`config.mk`:
```
export PLATFORM = sky130hd
export DESIGN_NAME = serial_sample_rx
export DESIGN_NICKNAME = d
export VERILOG_FILES = /design/src/rtl/serial_sample_rx_pkg.sv /design/src/rtl/serial_sample_rx_sync.sv /design/src/rtl/serial_sample_rx.sv
export SDC_FILE = /design/constraint.sdc
export NUM_CORES = 1
export LEC_CHECK = 0
export BUFFER_PORTS_ARGS = -buffer_cell sky130_fd_sc_hd__buf_2
export CAP_MARGIN = 20
export CORE_AREA = 8 8 58 108
export CTS_BUF_LIST = sky130_fd_sc_hd__clkbuf_8
export DETAILED_ROUTE_END_ITERATION = 10
export DIE_AREA = 0 0 66 116
export PLACE_DENSITY = 0.9
export SYNTH_ARGS = -nofsm -noshare
export SYNTH_HDL_FRONTEND = slang
export SYNTH_SLANG_ARGS = --single-unit
```
`constraint.sdc`:
```
create_clock -name clk -period 4.69 [get_ports clk]
set_clock_uncertainty 0.15 [all_clocks]
set_input_delay 0.2345 -clock clk [delete_from_list [all_inputs] [get_ports clk]]
set_output_delay 0.2345 -clock clk [all_outputs]
set_load 0.005 [all_outputs]
```
`src/rtl/serial_sample_rx_pkg.sv`:
```
// Shared definitions for the serial sample link (receiver and transmitter).
// Frame: start 0, 8 data bits LSB first, 3 stop bits 1.
package serial_sample_rx_pkg;

    localparam int DATA_BITS  = 8;
    localparam int STOP_BITS  = 3;
    localparam int FRAME_BITS = 12;
    localparam int SAMPLE_W   = 12;

    typedef enum logic [2:0] {
        IDLE,
        START,
        DATA,
        STOP,
        WAIT_HIGH
    } rx_state_t;

    // Serialized frame, bit 0 goes on the line first.
    function automatic logic [FRAME_BITS-1:0] build_frame(
        input logic [DATA_BITS-1:0] b
    );
        return {{STOP_BITS{1'b1}}, b, 1'b0};
    endfunction

endpackage

```
`src/rtl/serial_sample_rx_sync.sv`:
```
// Multi-flop synchronizer for the asynchronous rx line.
// Flops reset to 1 so a reset never looks like a start bit.
module rx_sync #(
    parameter int SYNC_STAGES = 2
) (
    input  logic clk,
    input  logic rst,
    input  logic rx,
    output logic rx_s
);

    logic [SYNC_STAGES-1:0] ff;

    // Shift rx through the chain; the last flop is the clean copy.
    always_ff @(posedge clk) begin
        if (rst) begin
            ff <= '1;
        end else begin
            ff <= {ff[SYNC_STAGES-2:0], rx};
        end
    end

    assign rx_s = ff[SYNC_STAGES-1];

endmodule

```
`src/rtl/serial_sample_rx.sv`:
```
// Serial byte receiver producing a 12-bit DAC sample.
// Mid-bit sampling FSM with good/error frame counters.
module serial_sample_rx
    import serial_sample_rx_pkg::*;
#(
    parameter int CLKS_PER_BIT = 16,
    parameter int SYNC_STAGES  = 2
) (
    input  logic                 clk,
    input  logic                 rst,
    input  logic                 rx,
    output logic [DATA_BITS-1:0] data_out,
    output logic [SAMPLE_W-1:0]  sample_out,
    output logic                 data_valid,
    output logic                 frame_err,
    output logic [15:0]          good_cnt,
    output logic [15:0]          err_cnt
);

    localparam int CNT_W = $clog2(CLKS_PER_BIT);
    localparam logic [CNT_W-1:0] HALF_M1 = CNT_W'(CLKS_PER_BIT / 2 - 1);
    localparam logic [CNT_W-1:0] FULL_M1 = CNT_W'(CLKS_PER_BIT - 1);

    logic                 rx_s;
    rx_state_t            state, state_n;
    logic [CNT_W-1:0]     cnt, cnt_n;
    logic [2:0]           idx, idx_n;
    logic [DATA_BITS-1:0] shift, shift_n;
    logic                 good_hit, err_hit;
    logic                 good_q, err_q;

    rx_sync #(
        .SYNC_STAGES(SYNC_STAGES)
    ) u_sync (
        .clk  (clk),
        .rst  (rst),
        .rx   (rx),
        .rx_s (rx_s)
    );

    // FSM state, bit timer, bit index and shift register.
    always_ff @(posedge clk) begin
        if (rst) begin
            state  <= IDLE;
            cnt    <= '0;
            idx    <= '0;
            shift  <= '0;
            good_q <= 1'b0;
            err_q  <= 1'b0;
        end else begin
            state  <= state_n;
            cnt    <= cnt_n;
            idx    <= idx_n;
            shift  <= shift_n;
            good_q <= good_hit;
            err_q  <= err_hit;
        end
    end

    // Next-state logic; stop-bit verdicts are flagged for the output stage.
    always_comb begin
        state_n  = state;
        cnt_n    = cnt + 1'b1;
        idx_n    = idx;
        shift_n  = shift;
        good_hit = 1'b0;
        err_hit  = 1'b0;
        unique case (state)
            IDLE: begin
                cnt_n = '0;
                if (!rx_s) begin
                    state_n = START;
                end
            end
            START: begin
                if (cnt == HALF_M1) begin
                    cnt_n   = '0;
                    idx_n   = '0;
                    state_n = rx_s ? IDLE : DATA;
                end
            end
            DATA: begin
                if (cnt == FULL_M1) begin
                    cnt_n   = '0;
                    shift_n = {rx_s, shift[DATA_BITS-1:1]};
                    idx_n   = idx + 3'd1;
                    if (idx == 3'd7) begin
                        state_n = STOP;
                    end
                end
            end
            STOP: begin
                if (cnt == FULL_M1) begin
                    cnt_n = '0;
                    if (rx_s) begin
                        good_hit = 1'b1;
                        state_n  = IDLE;
                    end else begin
                        err_hit = 1'b1;
                        state_n = WAIT_HIGH;
                    end
                end
            end
            WAIT_HIGH: begin
                cnt_n = '0;
                if (rx_s) begin
                    state_n = IDLE;
                end
            end
            default: begin
                cnt_n   = '0;
                state_n = IDLE;
            end
        endcase
    end

    // Output stage: pulses, held byte and wrapping frame counters.
    always_ff @(posedge clk) begin
        if (rst) begin
            data_out   <= '0;
            data_valid <= 1'b0;
            frame_err  <= 1'b0;
            good_cnt   <= '0;
            err_cnt    <= '0;
        end else begin
            data_valid <= good_q;
            frame_err  <= err_q;
            if (good_q) begin
                data_out <= shift;
                good_cnt <= good_cnt + 16'd1;
            end
            if (err_q) begin
                err_cnt <= err_cnt + 16'd1;
            end
        end
    end

    assign sample_out = {data_out, {(SAMPLE_W - DATA_BITS){1'b0}}};

endmodule

```
### After elaboration in Yosys (flattened, before gate mapping)

Index checks and enable logic that the tools add are counted.

* bits in registers: 64
* input port bits: 3
* output and inout bits: 54
* logic and storage cells: 55

* $add $sub $neg: 4
* eq/ne operators: 13
* muxes and demuxes: 17
* bitwise gates (word level): 2
* reductions and logical operators: 7

Operators by type and width (count)
* 16-bit by 1-bit adder with 16-bit output (second input constant): 2
* 3-bit two-way mux: 9
* 3-bit one-hot mux with 5 select lines: 1
* 2-bit != test (second input constant): 5
* 4-bit two-way mux: 2
* 4-bit one-hot mux with 2 select lines: 1
* 3-bit by 2-bit equality test with 1-bit output (second input constant): 2
* 3-bit equality test (second input constant): 2
* 3-bit one-hot mux with 2 select lines: 1
* 6-bit AND reduction: 1
* 4-bit by 1-bit adder with 4-bit output (second input constant): 1
* 4-bit by 3-bit equality test with 1-bit output (second input constant): 1
* 4-bit equality test (second input constant): 1
* 3-bit by 1-bit adder with 3-bit output (second input constant): 1
* 3-bit by 1-bit equality test with 1-bit output (second input constant): 1
* 3-bit zero test: 1
* 3-bit AND reduction: 1
* 3-bit OR reduction: 1
* 1-bit two-way mux: 2
* 2-bit two-way mux: 1
* 2-bit by 1-bit != test with 1-bit output (second input constant): 1
* 1-bit inverter: 2
* 2-bit AND reduction: 1
* 2-bit nonzero test: 1
* 2-bit OR reduction: 1

### Longest topological paths before layout

Gate-level depths: netlist of run 1.

* depth after elaboration: 4
* depth in mapped cells: 6

### Hierarchy

Synthesis of run 1 repeated with hierarchy kept, for this count alone.

* cell total of the unflattened synthesis: 303
* area, all modules: 2825.2 um^2

Modules (own cells, without submodules)
* serial_sample_rx: instances 1, cells each 299, area an instance 2772.7 um^2, seq. area each 1241.2 um^2
* rx_sync: instances 1, cells each 4, area an instance 52.6 um^2, seq. area each 40.0 um^2

### Worst setup path after synthesis of run 1

Ideal clock, no wire load.

* kind: register -> register
* start: register state[1]
* end: register idx[0]
* arrival time: 1251 ps
* data required time: 4410 ps
* path slack: 3159 ps
* stages on the path, launching flop included: 6
* period minus slack after synthesis: 1531 ps
* cell sequence: dfxtp_1 > buf_6 > or3b_4 > a211oi_4 > nand2b_1 > a21oi_1

* word-level cells in the longest chain between the ends: 3

Ends and longest elaborated chain
* start: declaration: line serial_sample_rx.sv:25 `rx_state_t state, state_n;`
* start signal: assignment: line serial_sample_rx.sv:51 `state <= state_n;`
* 3-bit by 2-bit equality test with 1-bit output / 3-bit by 1-bit equality test with 1-bit output (equally long branches): line serial_sample_rx.sv:68 `unique case (state)`
* 2-bit != test (no line) / 2-bit nonzero test (equally long branches)
* 3-bit AND reduction (no line)
* end signal: assignment: line serial_sample_rx.sv:53 `idx <= idx_n;`
* end: declaration: line serial_sample_rx.sv:27 `logic [2:0] idx, idx_n;`

Parallel ways exist; a longest one is shown, timed or not.
A chain may end at the register's enable or synchronous reset.

==> impl_results.md, run 1 <==
* TritonCTS clock tree: built
* Status: complete, no violations
* Die footprint at roughly 0.0077 mm2
* GR Overflow Total at 0
* WL/cell at 13.7 um
* Setup TNS at 0 ns
* Vias in the first global route at 2210
* FF-to-FF End: good_cnt[13]$_SDFFE_PP0P_
* Crit share post-route at 0.465
* H-tree depth at 3
* Yosys cell types at 41
* Crit Path Max Fanout at 15
* Initial DRC count at between 100 and 150
* Cells after Synth at approximately 310
* Final slew viol count at 0
* Worst Hold Class: reg2reg
* Tot GR Track Use at 0.153
* YS warnings at 0
* Initial core utilization at 0.569
* Startpoint types: register
* Routability cong. at roughly 0.78
* Hold_ws at between 0.2 and 0.3 ns
* Clock sink count at 64
* Fraction of registers with async set/reset at 0
* Final hold violations at 0
* Final Critical Period at roughly 2.2 ns
* Worst hold start: u_sync.ff[0]$_SDFF_PP1_
* Hold path cells at 1
* R2r worst-path depth at 4
* Mapped cell area at approximately 0.0028 mm2
* CTS Buf Count at 9
* Post-Layout Cell Count at just over 400
* PwrDens at about 330 mW/mm2
* R2r startpoint: good_q$_SDFF_PP0_
* Sequential fraction of the synthesis area at 0.463
* Peak VDD IR at 0.374 mV
* Final ANT Viol Nets at 0
* RSZ-0062 raised after global routing: false
* Dpl cells at just under 400
* Syn avg cell area at around 9.1 um2
* Maximum clock frequency at roughly 460 MHz
* Pleak at between 1 and 1.5 nW
* Max-Cap Viols at 0
* Final #Nets at about 350
* Commonest register cell after synthesis: dfxtp_1
* First-pass GRT wire length at between 9 and 10 mm
* Share of layout cells above drive strength 1 at 0.212
* Die Wd at 66 um
* Pin count of the biggest net entering global routing at 59
* Worst hold endpoint: u_sync.ff[1]$_SDFF_PP1_
* Clock Latency Late Sink at ~0.34 ns
* Die H at roughly 120 um
* Routed WL at roughly 5.6 mm
* Antenna violations before repair at 0
* Clock slew at reported path FFs at ~0.070 ns
* # fillers at approximately 400
* Routed vias at about 2.1k
* Max Root-Sink Buffers at 2
* Number of buffers added on ports at 52
* Crit path capture type: register
* Area Overhead vs Synth at 14.1%
* IO Pins at 57
* DP Wirelength at between 3 and 4 mm
* Slew headroom at 0.353
* Diode count at 0
* Worst-Margin Slew at 0.970 ns
* Final setup vio count at 0
* WS Path Type: reg2reg
* Total Power at between 1 and 1.5 mW
* Reg-to-reg setup timing slack at 2.51 ns
* Post-synth EDFFs at 0
* Yosys reg bits at 64
* Core ar. at approximately 0.005 mm2
* DR vias/cell at between 5 and 6
* Drt pass-1 iters at 5
* DRC Markers at 0
* Fin util at 0.649
* Cell row count at 36
* Arr. time, crit path at roughly 2.2 ns
* Critical Path RT at ~4.7 ns
* Clock root buffer master: clkbuf_8
## per-layer routing
layer  up-vias  GRT usage  part of all wire
met5         -          0                 0
met4         0      0.126             0.028
met3        10     0.0368             0.054
met2        58      0.286              0.56
met1       988      0.127              0.36
li1       1085          -                 -
## worst max-delay path: stages, from the launching register on
cell and delay [ns]:
dfxtp_1 0.77, nand4_1 0.47, nor4_1 0.44, xnor2_1 0.16, nor2_1 0.05
## timing repair
item	CTS	global route
hold endpoints to repair	1	0
hold buffers	1	0
buffers inserted	0	0
gates resized for setup	0	0
## Yosys cell counts, types with 2 or more instances
cell type   n  area, um2
or3_1       4       25.0
mux2i_1    18        180
inv_1      11       41.3
a21oi_1     9       45.0
nand2b_1    5       31.3
nand3_1    12       60.1
xor2_1      8       70.1
nor4_1      6       37.5
dfxtp_1    64       1280
buf_4      14        105
ha_1        5       62.6
or2_2       2       12.5
buf_2       5       25.0
clkbuf_1    5       18.8
nand4_1     8       50.1
a21o_1      2       15.0
nand2_1    12       45.0
nor2b_1     2       12.5
and3_1      3       18.8
o21ai_0    10       50.1
nor2_1     53        199
nor3_1     10       50.1
xnor2_1    19        166
## how the worst max path moves through the flow
| stage | start | to | slack (ns) | depth (start not counted) |
|---|---|---|---|---|
| after floorplan | state[1]$_SDFFE_PP0P_ | idx[0]$_SDFFE_PP0P_ | 3.16 | 5 |
| after global placement | good_q$_SDFF_PP0_ | good_cnt[13]$_SDFFE_PP0P_ | 2.64 | 4 |
| after detailed placement | good_q$_SDFF_PP0_ | good_cnt[13]$_SDFFE_PP0P_ | 2.48 | 4 |
| after CTS | good_q$_SDFF_PP0_ | good_cnt[13]$_SDFFE_PP0P_ | 2.48 | 4 |
| after global routing | good_q$_SDFF_PP0_ | good_cnt[13]$_SDFFE_PP0P_ | 2.32 | 4 |
| final | good_q$_SDFF_PP0_ | good_cnt[13]$_SDFFE_PP0P_ | 2.51 | 4 |
## sequential cells by signal, summed over array words and instances, names as in the netlist
| register | count |
|---|---|
| data_valid | 1 |
| cnt | 4 |
| u_sync.ff | 2 |
| data_out | 8 |
| idx | 3 |
| frame_err | 1 |
| good_q | 1 |
| state | 3 |
| shift | 8 |
| good_cnt | 16 |
| err_q | 1 |
| err_cnt | 16 |
## power breakdown
part	leakage (nW)	switching, mW	internal [mW]
clock network	0.108	0.197	0.284
logic	0.632	0.0105	0.00416
registers	0.516	0.00218	0.545
## cell type report
cell class | count | area [um2] | share of cell area
inverter | 11 | 41.3 | 0.0131
sequential | 64 | 1280 | 0.406
timing repair buffer | 53 | 270 | 0.0856
clock inverter | 3 | 40.0 | 0.0127
clock buffer | 12 | 165 | 0.0523
tap | 57 | 71.3 | 0.0226
multi-input combinational | 206 | 1290 | 0.408
## layout by cell type (no fill, tap or decap), types with 2 or more instances in the layout
cell type | synthesis | routed
and3_1 | 3 | 3
conb_1 | 1 | 4
clkbuf_8 | 0 | 12
nand3_1 | 12 | 12
xnor2_1 | 19 | 19
buf_2 | 5 | 52
ha_1 | 5 | 5
clkinv_2 | 0 | 2
or3_1 | 4 | 4
nand4_1 | 8 | 8
a21oi_1 | 9 | 9
nor3_1 | 10 | 10
nor4_1 | 6 | 6
or2_2 | 2 | 2
a21o_1 | 2 | 2
inv_1 | 11 | 11
dfxtp_1 | 64 | 64
xor2_1 | 8 | 8
nand2b_1 | 5 | 5
nor2_1 | 53 | 53
nor2b_1 | 2 | 2
mux2i_1 | 18 | 18
o21ai_0 | 10 | 10
nand2_1 | 12 | 12
## through the flow
stage | setup WS (ns) | instance area, um2
floorplan | 3.16 | 2780
global placement | 2.64 | 2940
detailed placement | 2.48 | 2940
CTS | 2.48 | 3160
global route | 2.32 | 3160
finish | 2.51 | 3160
## logic make-up (layout without fill, tap and decap cells)
kind of cell	after synthesis	count (layout)	share of synthesized area
and+or+nand+nor	125	125	0.224
DFF	64	64	0.463
buffers and inverters	38	79	0.0759
AOI/OAI and AO/OA	27	27	0.0624
xor gates and xnor gates	27	27	0.0854
muxes	18	18	0.0651
adders and majority gates	5	5	0.0226
other	1	4	0.00135
Power figures use the tool's default switching activity.
==> run 2, diff against run 1 <==
CORE_AREA = 8 8 59 111   (was 8 8 58 108)
DIE_AREA = 0 0 67 119   (was 0 0 66 116)
PLACE_DENSITY = 0.86   (was 0.9)
clock period = 2.2 ns   (was 4.69 ns; I/O delays follow)
==> run 2 against run 1 <==
Die area increased by 4.1%. Clock power increased by 92%. Fmax increased by 18%. Utilization decreased by 2.9 points. Final cell count increased by 1.2%. First-iteration DRC count increased by 72%. Sequential share of layout area about the same.
==> impl_results.md, run 2 (synthesized netlist as in run 1, its figures left out) <==
* Pin count of the biggest net entering global routing at 34
* Initial DRC count at 220
* Sequential share of power at 0.549
* Critical path cell sequence: ha_1 > and3_1 > and2_1 > mux2i_1 > nor2_1
* Worst path depth at 5
* Setup bufs post-CTS at 0
* Crit Path Max Fanout at 9
* Tot GR Track Use at 0.141
* WS Path Type: reg2reg
* Worst Setup SP: cnt[0]$_SDFF_PP0_
* Die Wd at 67 um
* Core ar. at roughly 0.0051 mm2
* Arr. time, crit path at approximately 1.9 ns
* DP Wirelength at ~3.9 mm
* Final hold violations at 0
* WL/cell at 13.2 um
* FF-to-FF End: shift[6]$_SDFFE_PP0P_
* Max-Cap Viols at 0
* CP peak stage delay at ~0.45 ns
* Reg-to-reg setup timing slack at approximately 0.36 ns
* Internal Power at 1.68 mW
* Startpoint types: register
* CP top delay family: simple AND/OR/NAND/NOR gates
* Cell row count at 37
* Clock slew at reported path FFs at about 0.070 ns
* Pleak at 1.27 nW
* Clock sink count at 64
* PwrDens at between 600 and 700 mW/mm2
* Post-Layout Cell Count at roughly 410
* Worst Hold Class: in2reg
* Status: complete, no violations
* End point of the critical path: shift[6]$_SDFFE_PP0P_
* Slowest cell on the critical path: and2_1
* RSZ-0062 raised after global routing: false
* Top flop regs: err_cnt: 16 flops, good_cnt: 16 flops
* Routability cong. at between 0.8 and 0.9
* Antenna violations before repair at 0
* IO Pins at 57
* Net Sw Frac at 0.210
* Die H at 119 um
* Peak VDD IR at just under 0.7 mV
* H-tree depth at 3
* Drt pass-1 iters at 4
* Vias in the first global route at approximately 2.1k
* Crit path capture type: register
* Number of buffers added on ports at 52
* Final slew viol count at 0
* Routed WL at around 5.4 mm
* Combinational share of power at 0.016
* Setup TNS at 0 ns
* Share of layout cells above drive strength 1 at 0.212
* Crit share post-route at 0.837
* Critical Path RT at about 2.3 ns
* Final Critical Period at about 1.8 ns
* Clock Power Share at 0.435
* R2r worst-path depth at 5
* CP bufs+invs at 0
* R2r startpoint: cnt[0]$_SDFF_PP0_
* Final setup vio count at 0
* Routed vias at 2197
* Diode count at 0
* Worst hold start: rst
* Commonest non-fill, non-tap cells in the layout: dfxtp_1 (64), nor2_1 (53), buf_2 (52)
* Max Root-Sink Buffers at 2
* Clock Latency Late Sink at ~0.33 ns
* Initial core utilization at 0.543
* CTS Buf Count at 9
* Post-CTS sizing at 0
* Final ANT Viol Nets at 0
* Maximum clock frequency at approximately 540 MHz
* GR Overflow Total at 0
* DR vias/cell at 5.35
* Dpl cells at between 300 and 400
* Area Overhead vs Synth at 14.0%
* TritonCTS clock tree: built
* First-pass GRT wire length at 9.03 mm
* Final #Nets at between 300 and 400
* Clock root buffer master: clkbuf_8
* DRC Markers at 0
* Die footprint at approximately 0.008 mm2
* Commonest non-fill, non-tap cell in the layout: dfxtp_1
* Cts hold-fix bufs at 1
* Sw power at approximately 0.45 mW
run 2: cell count changes in the layout (fill, tap and decap cells not counted):
cell and change:
inv_1 +3, clkbuf_8 -3, buf_4 +3, clkinv_2 +1
run 2: worst min-delay path by stage:
| stage | slack, ns | to | cells past startpoint |
|---|---|---|---|
| 2_1_floorplan | 0.05 | state[1]$_SDFFE_PP0P_ | 1 |
| 3_3_place_gp | 0.14 | u_sync.ff[0]$_SDFF_PP1_ | 2 |
| 3_5_place_dp | 0.15 | u_sync.ff[0]$_SDFF_PP1_ | 2 |
| 4_1_cts | 0.04 | shift[1]$_SDFFE_PP0P_ | 2 |
| 5_1_grt | 0.06 | shift[2]$_SDFFE_PP0P_ | 2 |
| 6_report | 0.04 | good_cnt[1]$_SDFFE_PP0P_ | 2 |
run 2: power groups by stage:
stage	logic, mW	clock network, mW	registers, mW
2_1_floorplan	0.0319	0	1.19
3_3_place_gp	0.0309	0	1.19
6_report	0.0330	0.924	1.17
5_1_grt	0.0362	1.00	1.17
4_1_cts	0.0332	0.949	1.17
3_5_place_dp	0.0319	0	1.19
run 2: layout make-up:
| cell class | count | area [um2] |
|---|---|---|
| Timing Repair Buffer | 56 | 293 |
| Multi-Input combinational cell | 206 | 1290 |
| Sequential cell | 64 | 1280 |
| Tap cell | 58 | 72.6 |
| Clock inverter | 7 | 56.3 |
| Fill cell | 448 | 1940 |
| Clock buffer | 9 | 124 |
| Inverter | 11 | 41.3 |
run 2: metal layers:
layer | vias up | wire length, um | global-route usage
li1 | 1091 | - | -
met1 | 1039 | 2000 | 0.135
met2 | 56 | 2950 | 0.249
met3 | 11 | 315 | 0.0282
met4 | 0 | 147 | 0.100
met5 | - | 0 | 0
run 2: worst register-to-register path, cell delays in order (launching register included):
cell and delay, ns:
dfxtp_1 0.36, ha_1 0.21, and3_1 0.25, and2_1 0.45, mux2i_1 0.24, nor2_1 0.06
run 2: stage by stage:
step / area (um2) / util / power [mW] / worst slack (ns) / hold WS [ns]
floorplan: 2780 / - / 1.22 / 0.669 / 0.0497
global placement: 2970 / 0.582 / 1.22 / 0.425 / 0.141
detailed placement: 2970 / 0.582 / 1.22 / 0.355 / 0.151
CTS: 3160 / 0.620 / 2.15 / 0.340 / 0.0393
global route: 3160 / 0.620 / 2.21 / 0.202 / 0.0580
finish: 3160 / 0.620 / 2.12 / 0.359 / 0.0431
==> run 3, diff against run 2 <==
ABC_AREA = 1   (was not set)
CORE_AREA = 8 8 60 112   (was 8 8 59 111)
DIE_AREA = 0 0 68 120   (was 0 0 67 119)
PLACE_DENSITY = 0.87   (was 0.86)
clock period = 1.75 ns   (was 2.2 ns; I/O delays follow)
==> run 3 against run 2 <==
Cell area increased by 7.8%. Routed wire length increased by 13%. Sequential power increased by 37%. Die area increased by 2.3%. Clock-buffer cell count increased by 2. Via count increased by 19%. Critical endpoint is now u_sync.ff[0]$_SDFF_PP1_. Largest power group unchanged. Utilization increased by 1.9 points. Register-to-register slack got worse by 0.20 ns.
==> impl_results.md, run 3 <==
* Arr. time, crit path at approximately 1.7 ns
* IO Pins at between 50 and 60
* Yosys cell types at 32
* Slowest cell on the critical path: dlygate4sd3_1
* Status: complete, no violations
* Sequential fraction of the synthesis area at 0.442
* WS Path Type: in2reg
* Max Root-Sink Buffers at 2
* TritonCTS clock tree: built
* Net Sw Frac at 0.284
* Setup bufs post-CTS at 0
* Routed WL at 6.10 mm
* CP top delay family: buffers and inverters
* Pin count of the biggest net entering global routing at 44
* Final Critical Period at 1.59 ns
* Yosys reg bits at 64
* First-pass GRT wire length at 10.1 mm
* Core ar. at approximately 0.0053 mm2
* # fillers at 489
* Critical path cell sequence: dlygate4sd3_1 > buf_2 > or2_2 > dlygate4sd3_1
* Crit share post-route at 0.911
* Drt pass-1 iters at 5
* Cell area after layout at 0.00340 mm2
* Peak VDD IR at between 0.9 and 1 mV
* Die Wd at roughly 68 um
* Cells after Synth at ~400
* Initial core utilization at 0.545
* Sw power at 0.971 mW
* RSZ-0062 raised after global routing: false
* R2r worst-path depth at 8
* Internal Power at about 2.5 mW
* Share of layout cells above drive strength 1 at 0.213
* DP Wirelength at between 4 and 5 mm
* H-tree depth at 3
* Number of buffers added on ports at 52
* Area of the multi-input gates at roughly 0.0014 mm2
* Post-synth top cells: nor2_1 (87), dfxtp_1 (64), nand2_1 (64)
* Routability cong. at 0.854
* Post-Layout Cell Count at 520
* Clock slew at reported path FFs at approximately 0.060 ns
* Worst Hold Class: reg2reg
* Clock sink count at between 60 and 70
* Post-synth EDFFs at 0
* Fraction of registers with async set/reset at 0
* Syn avg cell area at about 7.2 um2
* Diode count at 0
* Startpoint types: input port
* Sequential share of power at 0.466
* Max-Cap Viols at 0
* Cell row count at 38
* CTS Buf Count at 9
* Clock root buffer master: clkbuf_8
* Final #Nets at approximately 460
* Placed cell area at approximately 0.0032 mm2
* Critical Path RT at approximately 1.8 ns
* Commonest non-fill, non-tap cell in the layout: nor2_1
* Commonest non-fill, non-tap cells in the layout: nor2_1 (87), nand2_1 (64), dfxtp_1 (64)
* Register area at 0.00128 mm2
* Hold path cells at 1
* Most numerous cell in the Yosys netlist: nor2_1
* DR vias/cell at 5.03
* Crit path capture type: register
* Dpl cells at ~500
* DRC Markers at 0
* Routed vias at roughly 2.6k
* CP peak stage delay at roughly 0.55 ns
* Top flop regs: err_cnt: 16 flops, good_cnt: 16 flops
* PwrDens at 1010 mW/mm2
* Pleak at 1.58 nW
* WL/cell at between 10 and 15 um
* Maximum clock frequency at approximately 630 MHz
* Area Overhead vs Synth at 17.2%
* Setup TNS at 0 ns
* Clock Latency Late Sink at 0.33 ns
* Area fraction of the dominant cell type after synthesis at 0.442
* Clock Power Share at 0.374
* Initial DRC count at 220
* Top cell by count, worst path: dlygate4sd3_1
* Crit Path Max Fanout at 11
* Area leader, netlist: dfxtp_1
* Antenna violations before repair at 0
* Die H at between 100 and 150 um
* Mapped cell area at around 0.0029 mm2
* Die footprint at a little over 0.008 mm2
* Total Power at roughly 3.4 mW
* Final ANT Viol Nets at 0
* Tot GR Track Use at 0.155
* Final hold violations at 0
* Combinational share of power at 0.160
* CP bufs+invs at 3
* GR Overflow Total at 0
* Final slew viol count at 0
* YS warnings at 0
* Synth area leaders: dfxtp_1 (44%), nor2_1 (11%), nand2_1 (8.3%)
* Commonest register cell after synthesis: dfxtp_1
* Vias in the first global route at around 2.4k
* Final setup vio count at 0
* Worst path depth at 4
[run 3: final timing paths]
path                           startpoint                      end  slack [ns]
setup reg to reg        cnt[0]$_SDFF_PP0_      idx[0]$_SDFFE_PP0P_        0.16
hold reg to reg   u_sync.ff[0]$_SDFF_PP1_  u_sync.ff[1]$_SDFF_PP1_        0.26
hold / removal    u_sync.ff[0]$_SDFF_PP1_  u_sync.ff[1]$_SDFF_PP1_        0.26
setup / recovery                      rst  u_sync.ff[0]$_SDFF_PP1_        0.16
[run 3: worst reg2reg max path, stage by stage, from the launching register on]
cell,delay (ns)
dfxtp_1,0.35
ha_1,0.23
nand3_2,0.13
inv_1,0.12
nand2_4,0.10
a21oi_4,0.22
nand2_1,0.09
nand2_1,0.06
nor2_1,0.04
[run 3: logic make-up (layout without fill, tap and decap cells)]
logic type,after synthesis,in the layout,synth area share
xor gates and xnor gates,4,4,0.0121
other,1,4,0.00129
DFF,64,64,0.442
AOI/OAI and AO/OA,53,53,0.0979
and+or+nand+nor,211,211,0.325
adders and majority gates,5,5,0.0216
buffers and inverters,64,119,0.100
[run 3: cell type report]
cell class                      count  area share
Multi-Input combinational cell    277       0.397
Sequential cell                    64       0.377
Clock buffer                       11      0.0445
Timing Repair Buffer               60      0.0964
Inverter                           43      0.0474
Clock inverter                      5      0.0162
Tap cell                           60      0.0221
[run 3: repair_timing]
| item | 4_1_cts | 5_1_grt |
|---|---|---|
| resized for setup | 0 | 2 |
| hold buffers | 3 | 0 |
| setup endpoints to repair | 0 | 3 |
| endpoints found under the hold margin | 6 | 0 |
[run 3: metrics by stage]
stage / util / worst slack [ns] / hold slack [ns]
CTS: 0.637 / 0.171 / 0.266
global placement: 0.593 / 0.240 / 0.126
global route: 0.639 / 0.00824 / 0.296
detailed placement: 0.593 / 0.189 / 0.128
finish: 0.639 / 0.155 / 0.263
floorplan: - / 0.346 / 0.0413
[run 3: power groups by stage]
stage	Clock (mW)	Sequential, mW	Combinational [mW]
after floorplan	0	1.61	0.477
after global placement	0	1.63	0.532
after detailed placement	0	1.62	0.544
after CTS	1.32	1.59	0.553
after global routing	1.38	1.60	0.643
final	1.28	1.60	0.549
[run 3: layer usage]
metal | global-route usage | up-vias | wire length, um
li1 | - | 1367 | -
met1 | 0.167 | 1180 | 2580
met2 | 0.260 | 61 | 3070
met3 | 0.0486 | 9 | 348
met4 | 0.0710 | 0 | 102
met5 | 0 | - | 0
